[src/rtl/md_pkg.sv]
// Shared definitions for the multiply/divide sequencer: state encoding,
// operation codes and the Moore output decode used by md_sequencer.
package md_pkg;

    localparam int MD_CYCLES_DEFAULT = 32;

    localparam logic MD_OP_MULT = 1'b0;
    localparam logic MD_OP_DIV  = 1'b1;

    localparam logic [2:0] ST_IDLE  = 3'd0;
    localparam logic [2:0] ST_START = 3'd1;
    localparam logic [2:0] ST_WAIT  = 3'd2;
    localparam logic [2:0] ST_WRITE = 3'd3;
    localparam logic [2:0] ST_DONE  = 3'd4;
    localparam logic [2:0] ST_EXC   = 3'd5;

    typedef struct packed {
        logic busy;
        logic done;
        logic div0;
        logic setmd;
        logic reghigh;
        logic reglow;
    } md_out_t;

    // Output pattern belonging to a state; every output is a pure function of it.
    function automatic md_out_t md_decode(input logic [2:0] st);
        md_out_t o;
        o = '0;
        case (st)
            ST_IDLE:  o = '0;
            ST_START: begin o.busy = 1'b1; o.setmd = 1'b1; end
            ST_WAIT:  o.busy = 1'b1;
            ST_WRITE: begin o.busy = 1'b1; o.reghigh = 1'b1; o.reglow = 1'b1; end
            ST_DONE:  begin o.busy = 1'b1; o.done = 1'b1; end
            ST_EXC:   begin o.busy = 1'b1; o.div0 = 1'b1; end
            default:  o = '0;
        endcase
        return o;
    endfunction

endpackage

[src/rtl/md_sequencer_if.sv]
// Request/result handshake between the control unit and md_sequencer, plus
// the multi_div start and HIGH/LOW write strobes driven by the sequencer.
interface md_sequencer_if;
    logic        md_req;
    logic        md_op;
    logic [31:0] md_divisor;
    logic        md_flush;
    logic        md_busy;
    logic        md_done;
    logic        md_div0;
    logic        crtl_setmd;
    logic        crtl_reghigh;
    logic        crtl_reglow;

    modport master (
        output md_req, md_op, md_divisor, md_flush,
        input  md_busy, md_done, md_div0, crtl_setmd, crtl_reghigh, crtl_reglow
    );

    modport slave (
        input  md_req, md_op, md_divisor, md_flush,
        output md_busy, md_done, md_div0, crtl_setmd, crtl_reghigh, crtl_reglow
    );
endinterface

[src/rtl/md_sequencer.sv]
// Sequences one multi_div operation: start pulse, fixed-latency wait,
// HIGH/LOW commit and done pulse, or a divide-by-zero exception pulse.
module md_sequencer
    import md_pkg::*;
#(
    parameter int MD_CYCLES = MD_CYCLES_DEFAULT
) (
    input  logic           clk,
    input  logic           rst,
    md_sequencer_if.slave  bus
);

    localparam int                CNT_W    = $clog2(MD_CYCLES + 1);
    localparam logic [CNT_W-1:0]  CNT_LOAD = CNT_W'(MD_CYCLES - 1);
    localparam logic [CNT_W-1:0]  CNT_ONE  = CNT_W'(1);
    localparam logic [CNT_W-1:0]  CNT_ZERO = CNT_W'(0);

    logic [2:0]       state_d, state_q;
    logic [CNT_W-1:0] cnt_d, cnt_q;
    md_out_t          out_d, out_q;

    // Next-state and latency counter; flush overrides everything.
    always_comb begin
        state_d = state_q;
        cnt_d   = cnt_q;
        if (bus.md_flush) begin
            state_d = ST_IDLE;
            cnt_d   = CNT_ZERO;
        end else begin
            case (state_q)
                ST_IDLE: begin
                    if (bus.md_req) begin
                        if ((bus.md_op == MD_OP_DIV) && (bus.md_divisor == 32'h0)) begin
                            state_d = ST_EXC;
                        end else begin
                            state_d = ST_START;
                        end
                    end else begin
                        state_d = ST_IDLE;
                    end
                end
                ST_START: begin
                    cnt_d   = CNT_LOAD;
                    state_d = ST_WAIT;
                end
                ST_WAIT: begin
                    if (cnt_q == CNT_ZERO) begin
                        state_d = ST_WRITE;
                    end else begin
                        cnt_d = cnt_q - CNT_ONE;
                    end
                end
                ST_WRITE: state_d = ST_DONE;
                ST_DONE:  state_d = ST_IDLE;
                ST_EXC:   state_d = ST_IDLE;
                default: begin
                    state_d = ST_IDLE;
                    cnt_d   = CNT_ZERO;
                end
            endcase
        end
    end

    // Outputs are decoded from the next state and registered, so they line up
    // with the state register and never see an input combinationally.
    always_comb begin
        out_d = md_decode(state_d);
    end

    // State, counter and output registers.
    always_ff @(posedge clk or negedge rst) begin
        if (!rst) begin
            state_q <= ST_IDLE;
            cnt_q   <= CNT_ZERO;
            out_q   <= '0;
        end else begin
            state_q <= state_d;
            cnt_q   <= cnt_d;
            out_q   <= out_d;
        end
    end

    assign bus.md_busy      = out_q.busy;
    assign bus.md_done      = out_q.done;
    assign bus.md_div0      = out_q.div0;
    assign bus.crtl_setmd   = out_q.setmd;
    assign bus.crtl_reghigh = out_q.reghigh;
    assign bus.crtl_reglow  = out_q.reglow;

endmodule

[src/flat_wrapper.sv]
// flat-port wrapper written by rule: the top's interface ports become plain ports
module md_sequencer_flat import md_pkg::*;
#(
    parameter int MD_CYCLES = MD_CYCLES_DEFAULT
)
  (clk, rst, bus_md_req, bus_md_op, bus_md_divisor, bus_md_flush, bus_md_busy, bus_md_done, bus_md_div0, bus_crtl_setmd, bus_crtl_reghigh, bus_crtl_reglow);
  md_sequencer_if bus_i ();
  input  logic clk;
  input  logic rst;
  input wire logic [$bits(bus_i.md_req)-1:0] bus_md_req;
  input wire logic [$bits(bus_i.md_op)-1:0] bus_md_op;
  input wire logic [$bits(bus_i.md_divisor)-1:0] bus_md_divisor;
  input wire logic [$bits(bus_i.md_flush)-1:0] bus_md_flush;
  output wire logic [$bits(bus_i.md_busy)-1:0] bus_md_busy;
  output wire logic [$bits(bus_i.md_done)-1:0] bus_md_done;
  output wire logic [$bits(bus_i.md_div0)-1:0] bus_md_div0;
  output wire logic [$bits(bus_i.crtl_setmd)-1:0] bus_crtl_setmd;
  output wire logic [$bits(bus_i.crtl_reghigh)-1:0] bus_crtl_reghigh;
  output wire logic [$bits(bus_i.crtl_reglow)-1:0] bus_crtl_reglow;
  assign bus_i.md_req = bus_md_req;
  assign bus_i.md_op = bus_md_op;
  assign bus_i.md_divisor = bus_md_divisor;
  assign bus_i.md_flush = bus_md_flush;
  assign bus_md_busy = bus_i.md_busy;
  assign bus_md_done = bus_i.md_done;
  assign bus_md_div0 = bus_i.md_div0;
  assign bus_crtl_setmd = bus_i.crtl_setmd;
  assign bus_crtl_reghigh = bus_i.crtl_reghigh;
  assign bus_crtl_reglow = bus_i.crtl_reglow;
  md_sequencer #(.MD_CYCLES(MD_CYCLES)) u_core (.clk(clk), .rst(rst), .bus(bus_i));
endmodule
[config.mk]
export PLATFORM = sky130hd
export DESIGN_NAME = md_sequencer_flat
export DESIGN_NICKNAME = d
export VERILOG_FILES = /design/src/rtl/md_pkg.sv /design/src/rtl/md_sequencer_if.sv /design/src/rtl/md_sequencer.sv /design/src/flat_wrapper.sv
export SDC_FILE = /design/constraint.sdc
export NUM_CORES = 1
export LEC_CHECK = 0
export CAP_MARGIN = 10
export CORE_ASPECT_RATIO = 1.2
export CORE_UTILIZATION = 39
export CTS_CLUSTER_DIAMETER = 200
export DETAILED_ROUTE_END_ITERATION = 7
export PLACE_DENSITY = 0.77
export REMOVE_ABC_BUFFERS = 1
export SYNTH_ARGS = -nofsm -noshare
export SYNTH_HDL_FRONTEND = slang
export SYNTH_SLANG_ARGS = --single-unit
[constraint.sdc]
create_clock -name clk -period 2.05 [get_ports clk]
set_input_delay 0.41 -clock clk [delete_from_list [all_inputs] [get_ports clk]]
set_output_delay 0.41 -clock clk [all_outputs]
set_load 0.005 [all_outputs]
**After elaboration in Yosys (flattened, before gate mapping)**

Index checks and enable logic that the tools add are counted.

- Register bits: 15
- Bits in latches: 0
- Memory bits (writable): 0
- ROM bits: 0
- Input bits: 37
- Logic and storage cells: 41
- Memories kept: 0

- Add/sub/neg operators: 1
- Multipliers: 0
- Div/mod/pow operators: 0
- Order comparisons: 0
- Equal/unequal tests: 12
- Shifts and indexed selects: 0
- Muxes and demuxes: 13
- Bitwise gates (word level): 0
- Reduce and logical (&&, ||, !) cells: 7

Operator list:

| kind | number |
|---|---|
| 32-bit zero test | 1 |
| 6-bit one-hot mux with 3 select lines | 1 |
| 3-bit by 2-bit == test with 1-bit output (second input constant) | 4 |
| 3-bit == test (second input constant) | 4 |
| 3-bit two-way mux | 4 |
| 6-bit two-way mux | 2 |
| 3-bit one-hot mux with 4 select lines | 1 |
| 3-bit by 1-bit == test with 1-bit output (second input constant) | 2 |
| 6-bit zero test | 1 |
| 6-bit by 1-bit subtractor with 6-bit output (second input constant) | 1 |
| 5-bit OR reduction | 1 |
| 1-bit two-way mux | 4 |
| 4-bit OR reduction | 1 |
| 3-bit zero test | 1 |
| 3-bit != test (second input constant) | 1 |
| 2-bit two-way mux | 1 |
| 2-bit by 1-bit != test with 1-bit output (second input constant) | 1 |
| 2-bit AND reduction | 1 |
| 1-bit logical AND | 1 |

**Longest topological paths before layout**

Gate-level depths: netlist (run 1).

- Depth after elaboration: 9
- Mapped depth: 6
- Mapped depth without buffers: 6

**Worst setup path before layout (run 1)**

Ideal clock, no wire load.

- Kind: register to register
- From: register u_core.cnt_q[0]
- To: register u_core.cnt_q[3]
- Setup time: 96 ps
- Arrival: 1332 ps
- Required time: 1954 ps
- Path slack: 622 ps
- Stages on the path, launching flop included: 7
- Clock period less this slack: 1428 ps
- Cells stage by stage: dfrtp_1 -> inv_1 -> ha_1 -> nor2b_1 -> a21o_1 -> and2_4 -> o32ai_2

- Cells in the longest elaborated chain, start to end: 4
- Elaborated cells on any way between the ends: 7
- Classes of those cells: 1 x add/sub; 1 x eq/ne; 3 x mux; 2 x reduce/logical

RTL lines:

| what | RTL line | text |
|---|---|---|
| start: declaration | md_sequencer.sv:19 | `logic [CNT_W-1:0] cnt_d, cnt_q;` |
| start signal: assignment | md_sequencer.sv:78 | `cnt_q <= cnt_d;` |
| 6-bit by 1-bit subtractor with 6-bit output | md_sequencer.sv:50 | `cnt_d = cnt_q - CNT_ONE;` |
| 6-bit two-way mux | md_sequencer.sv:47 | `if (cnt_q == CNT_ZERO) begin` |
| 6-bit one-hot mux with 3 select lines | md_sequencer.sv:30 | `case (state_q)` |
| 6-bit two-way mux | md_sequencer.sv:26 | `if (bus.md_flush) begin` |

Several ways; a longest one is shown, not always the timed one. The select of a mux whose other input is x is not followed.
A chain may end at the register's enable or synchronous reset.

**Worst setup path after layout (run 1)**

Same ends and word-level chain as after synthesis.

==> results of run 1 <==
critical path, cell delays in order (launching register included):
cell     delay, ps
dfrtp_1        400
inv_1          100
ha_1           210
nor2b_1        240
a21o_1         250
and2_4         220
o32ai_2         80
logic make-up after synthesis:
kind of cell    Yosys count
simple gates             45
compound gates           22
flops                    14
buf+inv                  11
fa+ha+maj                 1
cell usage after synthesis, types with 2 or more instances:
cell type   n  area, um^2
nor4_1      6        37.5
nor3_1      6        30.0
nand2_1     3        11.3
a211oi_2    2        25.0
nand3_1     3        15.0
o32ai_2     3        48.8
o21ai_1     2        10.0
nand2b_1    4        25.0
inv_1       6        22.5
buf_2       2        10.0
dfrtp_1    14         350
a21oi_1     8        40.0
and3_1      2        12.5
nor2_1     10        37.5
state kept, by name, indices dropped and copies added (netlist names):
register and count:
u_core.bus.crtl_setmd 1, u_core.state_q 3, u_core.bus.md_busy 1, u_core.bus.md_div0 1, u_core.cnt_q 6, u_core.bus.crtl_reghigh 1
u_core.bus.md_done 1
final timing paths:
path	cells past startpoint	slack (ps)	end
worst min-delay path	1	500	u_core.cnt_q[1]
max in group asynchronous	1	1150	u_core.cnt_q[3]
worst max-delay path	6	430	u_core.cnt_q[3]
min in group clk	2	580	u_core.cnt_q[1]
worst max register to register	6	430	u_core.cnt_q[3]
worst min register to register	2	580	u_core.cnt_q[1]
placed cells by master (no fill, tap or decap), types with 3 or more instances in the layout:
master	Yosys	layout
a21oi_1	8	8
clkbuf_4	0	3
clkdlybuf4s50_1	0	42
dfrtp_1	14	14
inv_1	6	6
nand2_1	3	3
nand2b_1	4	4
nand3_1	3	3
nor2_1	10	10
nor3_1	6	6
nor4_1	6	6
o32ai_2	3	3
final cells by class:
| type | count | area share |
|---|---|---|
| sequential | 14 | 0.263 |
| timing repair buffer | 43 | 0.321 |
| clock buffer | 4 | 0.0273 |
| multi-input combinational | 68 | 0.343 |
| tap | 30 | 0.0282 |
| inverter | 6 | 0.0169 |
metal layers:
| layer | up-vias | routed length [um] | global-route usage | part of all wire |
|---|---|---|---|---|
| met5 | - | 0 | 0 | 0 |
| met4 | 0 | 48 | 0.131 | 0.022 |
| met3 | 5 | 164 | 0.0444 | 0.077 |
| met2 | 44 | 1150 | 0.391 | 0.54 |
| met1 | 403 | 777 | 0.217 | 0.36 |
| li1 | 425 | - | - | - |
power by group through the flow:
stage / registers, uW / clock network (uW) / logic, uW
after floorplan: 330 / 0 / 164
final: 333 / 198 / 288
after CTS: 332 / 205 / 290
after global routing: 337 / 219 / 316
after global placement: 336 / 0 / 279
after detailed placement: 338 / 0 / 289
through the flow:
step / hold WS, ps / total power [uW] / area (um^2)
5_1_grt: 555 / 871 / 1330
3_5_place_dp: 566 / 626 / 1290
6_report: 503 / 818 / 1330
3_3_place_gp: 558 / 615 / 1290
4_1_cts: 522 / 827 / 1330
2_1_floorplan: 114 / 493 / 830
==> results.py, run 1 <==
metrics = {
    "floorplan": {
        "core_um2": 2070,
        "ios": 43,
        "std_cell_rows": 18,
        "die_w_um": 44.9,
        "dieArea_um2": 2400,
        "start_util": 0.416,
        "die_y_um": 53.5,
    },
    "global_routing": {
        "overflow": 0,
        "grt_max_degree": 15,
        "grt_pass1_wl_um": 3550,
        "antenna_found_initial": 0,
        "track_usage": 0.214,
        "first_global_vias": 867,
    },
    "worst_setup_path": {
        "crit_required_ps": 2220,
        "cp_max_fo": 6,
        "path_class": "reg2reg",
        "worstSetupStartpoint": "u_core.cnt_q[0]",
        "arrival_ps": 1790,
        "rr_startpoint": "u_core.cnt_q[0]",
        "cp-end-kind": "flop",
        "start_kind": "flop",
    },
    "timing": {
        "maxSlewViolCount": 0,
        "slew-limit-headroom": 0.589,
        "finalSetupTns_ps": 0,
        "skew_ps": 0.579,
        "rsz0062_at_grt": "false",
        "timing.fmax_ghz": 0.619,
        "finalHoldViolCount": 0,
        "min_period_ps": 1620,
        "timing.final.ws_setup_ps": 434,
        "setup_viol": 0,
        "worstMarginPinSlew_ps": 614,
        "fin_crit_sh": 0.788,
    },
    "finish": {
        "multi_input_area_um2": 457,
        "diodes": 0,
        "final_core_util": 0.643,
        "fillers": 179,
        "stdcell_count": 165,
        "area_delta_synth_final_pct": 54.4,
        "nets": 174,
        "drive_above_1_share": 0.119,
        "seqCellArea_um2": 350,
    },
    "run": {
        "cap_viol_max_count": 0,
    },
    "placed_design": {
        "placed_cells": 161,
        "place_hpwl_um": 1790,
        "dp_slack_ps": 221,
        "place_congestion": 0.861,
        "portBuffers": 42,
    },
    "pwr": {
        "irDropWorstVdd_mv": 0.319,
        "pwr-share-clk": 0.241,
        "p_leak_uw": 0.000525,
        "p_seq_frac": 0.407,
        "p_per_area_nw_per_um2": 615,
        "swShare": 0.308,
        "switchingPower_uw": 252,
        "internal-power_uw": 566,
        "p_comb_frac": 0.352,
    },
    "route": {
        "vias_per_cell": 5.32,
        "vias": 877,
        "ant_nets": 0,
        "routedWlPerCell_um": 13.0,
        "wl_um": 2140,
        "firstDrtPassIters": 4,
        "drc_errors": 0,
        "drt_iter0_markers": 16,
    },
    "synthesis": {
        "synthSimpleGateAreaFrac": 0.306,
        "async_flop_share": 1.00,
        "synth-compound-area-share": 0.209,
        "ys_ff_latch": 14,
        "synth_top_family_by_area": "simple AND/OR/NAND/NOR gates",
        "synth_edf_count": 0,
        "synth-adder-area-share": 0.0145,
        "ys_seq_area_frac": 0.406,
        "synth-main-ff-cell": "dfrtp_1",
        "avgSynthCellArea_um2": 9.27,
        "synth_cells": 93,
        "synth_mux_area_frac": 0,
        "synth_xor_area_frac": 0,
        "synth.distinct_cells": 36,
        "synthesis.area_um2": 862,
        "yosysWarnings": 0,
    },
    "clocking": {
        "clk_latency_ps": 280,
        "cts_resized": 0,
        "clock_path_buffers": 2,
        "post_cts_buffers": 0,
        "clockRootBuffer": "clkbuf_4",
        "htreeDepth": 1,
        "cts_inserted_buffers": 3,
        "clk_pin_slew_ps": 80,
        "clock_sink_count": 14,
        "hold_buffers": 0,
        "cts_tree": "yes",
    },
    "worst_hold_path": {
        "hp-class": "in2async",
    },
    "outcome": {
        "outcome": "complete, no violations",
    },
}
Note: power is estimated with default switching activity, not from simulation.
==> run 2: changes to the inputs <==
==> constraint.sdc (replaced) <==
create_clock -name clk -period 1.53 [get_ports clk]
set_input_delay 0.306 -clock clk [delete_from_list [all_inputs] [get_ports clk]]
set_output_delay 0.306 -clock clk [all_outputs]
set_load 0.005 [all_outputs]
==> run 2 against run 1 <==
  * Clock skew grew 0.57 ps
  * Via count rose by 6.5%
  * Routed wire length up 10%
  * Die area did not move
  * Sequential power is 33% higher
  * Maximum frequency grew 10%
  * Design area increased by 6.0%
  * Register-to-register slack got worse by 370 ps
  * Critical endpoint unchanged
==> results.py, run 2 (synthesis gave the netlist of run 1 again) <==
metrics = {
    "outcome": {
        "outcome": "complete, no violations",
    },
    "global_routing": {
        "gr-usage-met3": 0.0717,
        "first_global_vias": 940,
        "track_usage": 0.225,
        "antenna_found_initial": 0,
        "grt_use_met2": 0.420,
        "overflow": 0,
        "grt_pass1_wl_um": 3780,
        "grt_busiest_layer": "met2",
        "grt_max_degree": 15,
        "met1_usage": 0.219,
    },
    "run": {
        "cap_viol_max_count": 0,
    },
    "finish": {
        "final_area_um2": 1410,
        "largest_reg_flops": 6,
        "diodes": 0,
        "drive_above_1_share": 0.204,
        "final_cell_mix": "clkdlybuf4s50_1 (42), dfrtp_1 (13), nor2_1 (10), buf_4 (9), a21oi_1 (8)",
        "top_register": "u_core.cnt_q",
        "nets": 182,
        "area_delta_synth_final_pct": 63.7,
        "stdcell_count": 172,
        "final_common_cell": "clkdlybuf4s50_1",
        "reg.largest.list": "u_core.cnt_q (6), u_core.state_q (3)",
        "final_core_util": 0.681,
    },
    "timing": {
        "setup_viol": 0,
        "finalHoldViolCount": 0,
        "timing.final.ws_setup_ps": 62.3,
        "slew-limit-headroom": 0.736,
        "worstMarginPinSlew_ps": 392,
        "min_period_ps": 1470,
        "rsz0062_at_grt": "false",
        "skew_ps": 1.15,
        "maxSlewViolCount": 0,
        "hold_ws_ps": 333,
        "fin_crit_sh": 0.959,
        "timing.fmax_ghz": 0.681,
    },
    "floorplan": {
        "die_y_um": 53.5,
        "std_cell_rows": 18,
        "die_w_um": 44.9,
        "ios": 43,
        "start_util": 0.416,
        "dieArea_um2": 2400,
        "core_um2": 2070,
    },
    "pwr": {
        "irDropWorstVdd_mv": 0.474,
        "p_leak_uw": 0.000579,
        "p_per_area_nw_per_um2": 788,
    },
    "clocking": {
        "hold_buffers": 0,
        "htreeDepth": 1,
        "cts_tree": "yes",
        "clk_pin_slew_ps": 80,
        "clock_path_buffers": 2,
        "clockRootBuffer": "clkbuf_4",
        "cts_inserted_buffers": 3,
        "clock_sink_count": 14,
        "clk_latency_ps": 280,
    },
    "worst_setup_path": {
        "cp-end-kind": "flop",
        "arrival_ps": 1660,
        "path_class": "reg2reg",
        "r2r-end": "u_core.cnt_q[3]",
        "worstRegToRegCells": 6,
        "worstPathCellList": "inv_2, ha_2, nor2b_4, a21o_4, and2_4, o32ai_2",
        "slowest_delay_ps": 380,
        "cp_max_fo": 6,
        "worstSetupStartpoint": "u_core.cnt_q[0]",
        "endpoint": "u_core.cnt_q[3]",
        "cp_slowest_cell": "dfrtp_1",
        "rr_startpoint": "u_core.cnt_q[0]",
        "crit_required_ps": 1720,
        "timing.reg2reg.setup_slack_ps": 60,
        "start_kind": "flop",
    },
    "placed_design": {
        "place_hpwl_um": 1850,
        "dpl-instance-area_um2": 1350,
        "placed_cells": 168,
        "dp_slack_ps": -169,
        "place_congestion": 0.867,
        "portBuffers": 42,
    },
    "route": {
        "ant_nets": 0,
        "wl_um": 2360,
        "vias_per_cell": 5.43,
        "vias": 934,
        "drt_iter0_markers": 19,
        "drc_errors": 0,
        "firstDrtPassIters": 4,
        "routedWlPerCell_um": 13.7,
    },
    "worst_hold_path": {
        "hp-class": "in2async",
    },
}
run 2: worst min-delay path by stage:
stage	startpoint	to	slack (ps)
5_1_grt	rst	u_core.cnt_q[1]	360
2_1_floorplan	rst	u_core.bus.crtl_reghigh	10
3_3_place_gp	u_core.cnt_q[1]	u_core.cnt_q[1]	550
4_1_cts	rst	u_core.cnt_q[1]	340
3_5_place_dp	u_core.cnt_q[0]	u_core.cnt_q[0]	580
6_report	rst	u_core.cnt_q[1]	330
run 2: through the flow:
stage,power (uW),TNS (ps)
finish,1110,0
CTS,1100,0
floorplan,661,0
global route,1180,0
detailed placement,876,-569
global placement,864,-227
run 2: per-layer routing:
metal,share of wire,up-vias
li1,-,441
met1,0.34,432
met2,0.55,56
met3,0.088,5
met4,0.019,0
met5,0,-
run 2: repair_timing:
item,in CTS,in global routing
resized for setup,4,4
pin swaps,0,2
setup endpoints to repair,5,7
buffers inserted,1,0
run 2: area by class of cell:
type / count / area (um^2)
fill: 177 / 661
sequential: 14 / 352
tap: 30 / 37.5
timing repair buffer: 51 / 488
clock buffer: 3 / 22.5
multi-input combinational: 68 / 489
inverter: 6 / 22.5
run 2: worst max-delay path: cells and delay by family (launching register included):
family / cells / cell delay, ps
compound gates: 2 / 470
fa+ha+maj: 1 / 180
buf+inv: 1 / 50
flops: 1 / 380
simple gates: 2 / 300
run 2: power breakdown:
group	total [uW]	leakage, uW	switching (uW)	internal (uW)
clock	205	0.0000138	114	91.5
combinational	464	0.000378	202	262
sequential	443	0.000188	39.0	404
==> run 3: changes to the inputs <==
--- a/config.mk
+++ b/config.mk
@@ -5,6 +5,7 @@
 export SDC_FILE = /design/constraint.sdc
 export NUM_CORES = 1
 export LEC_CHECK = 0
+export ABC_CLOCK_PERIOD_IN_PS = 1530
 export CAP_MARGIN = 10
 export CORE_ASPECT_RATIO = 1.2
 export CORE_UTILIZATION = 39
@@ -15,3 +16,4 @@
 export SYNTH_ARGS = -nofsm -noshare
 export SYNTH_HDL_FRONTEND = slang
 export SYNTH_SLANG_ARGS = --single-unit
+export TNS_END_PERCENT = 50
==> results of run 3 <==
Same layout as run 2: the final DEF is identical, and so are final timing and power.
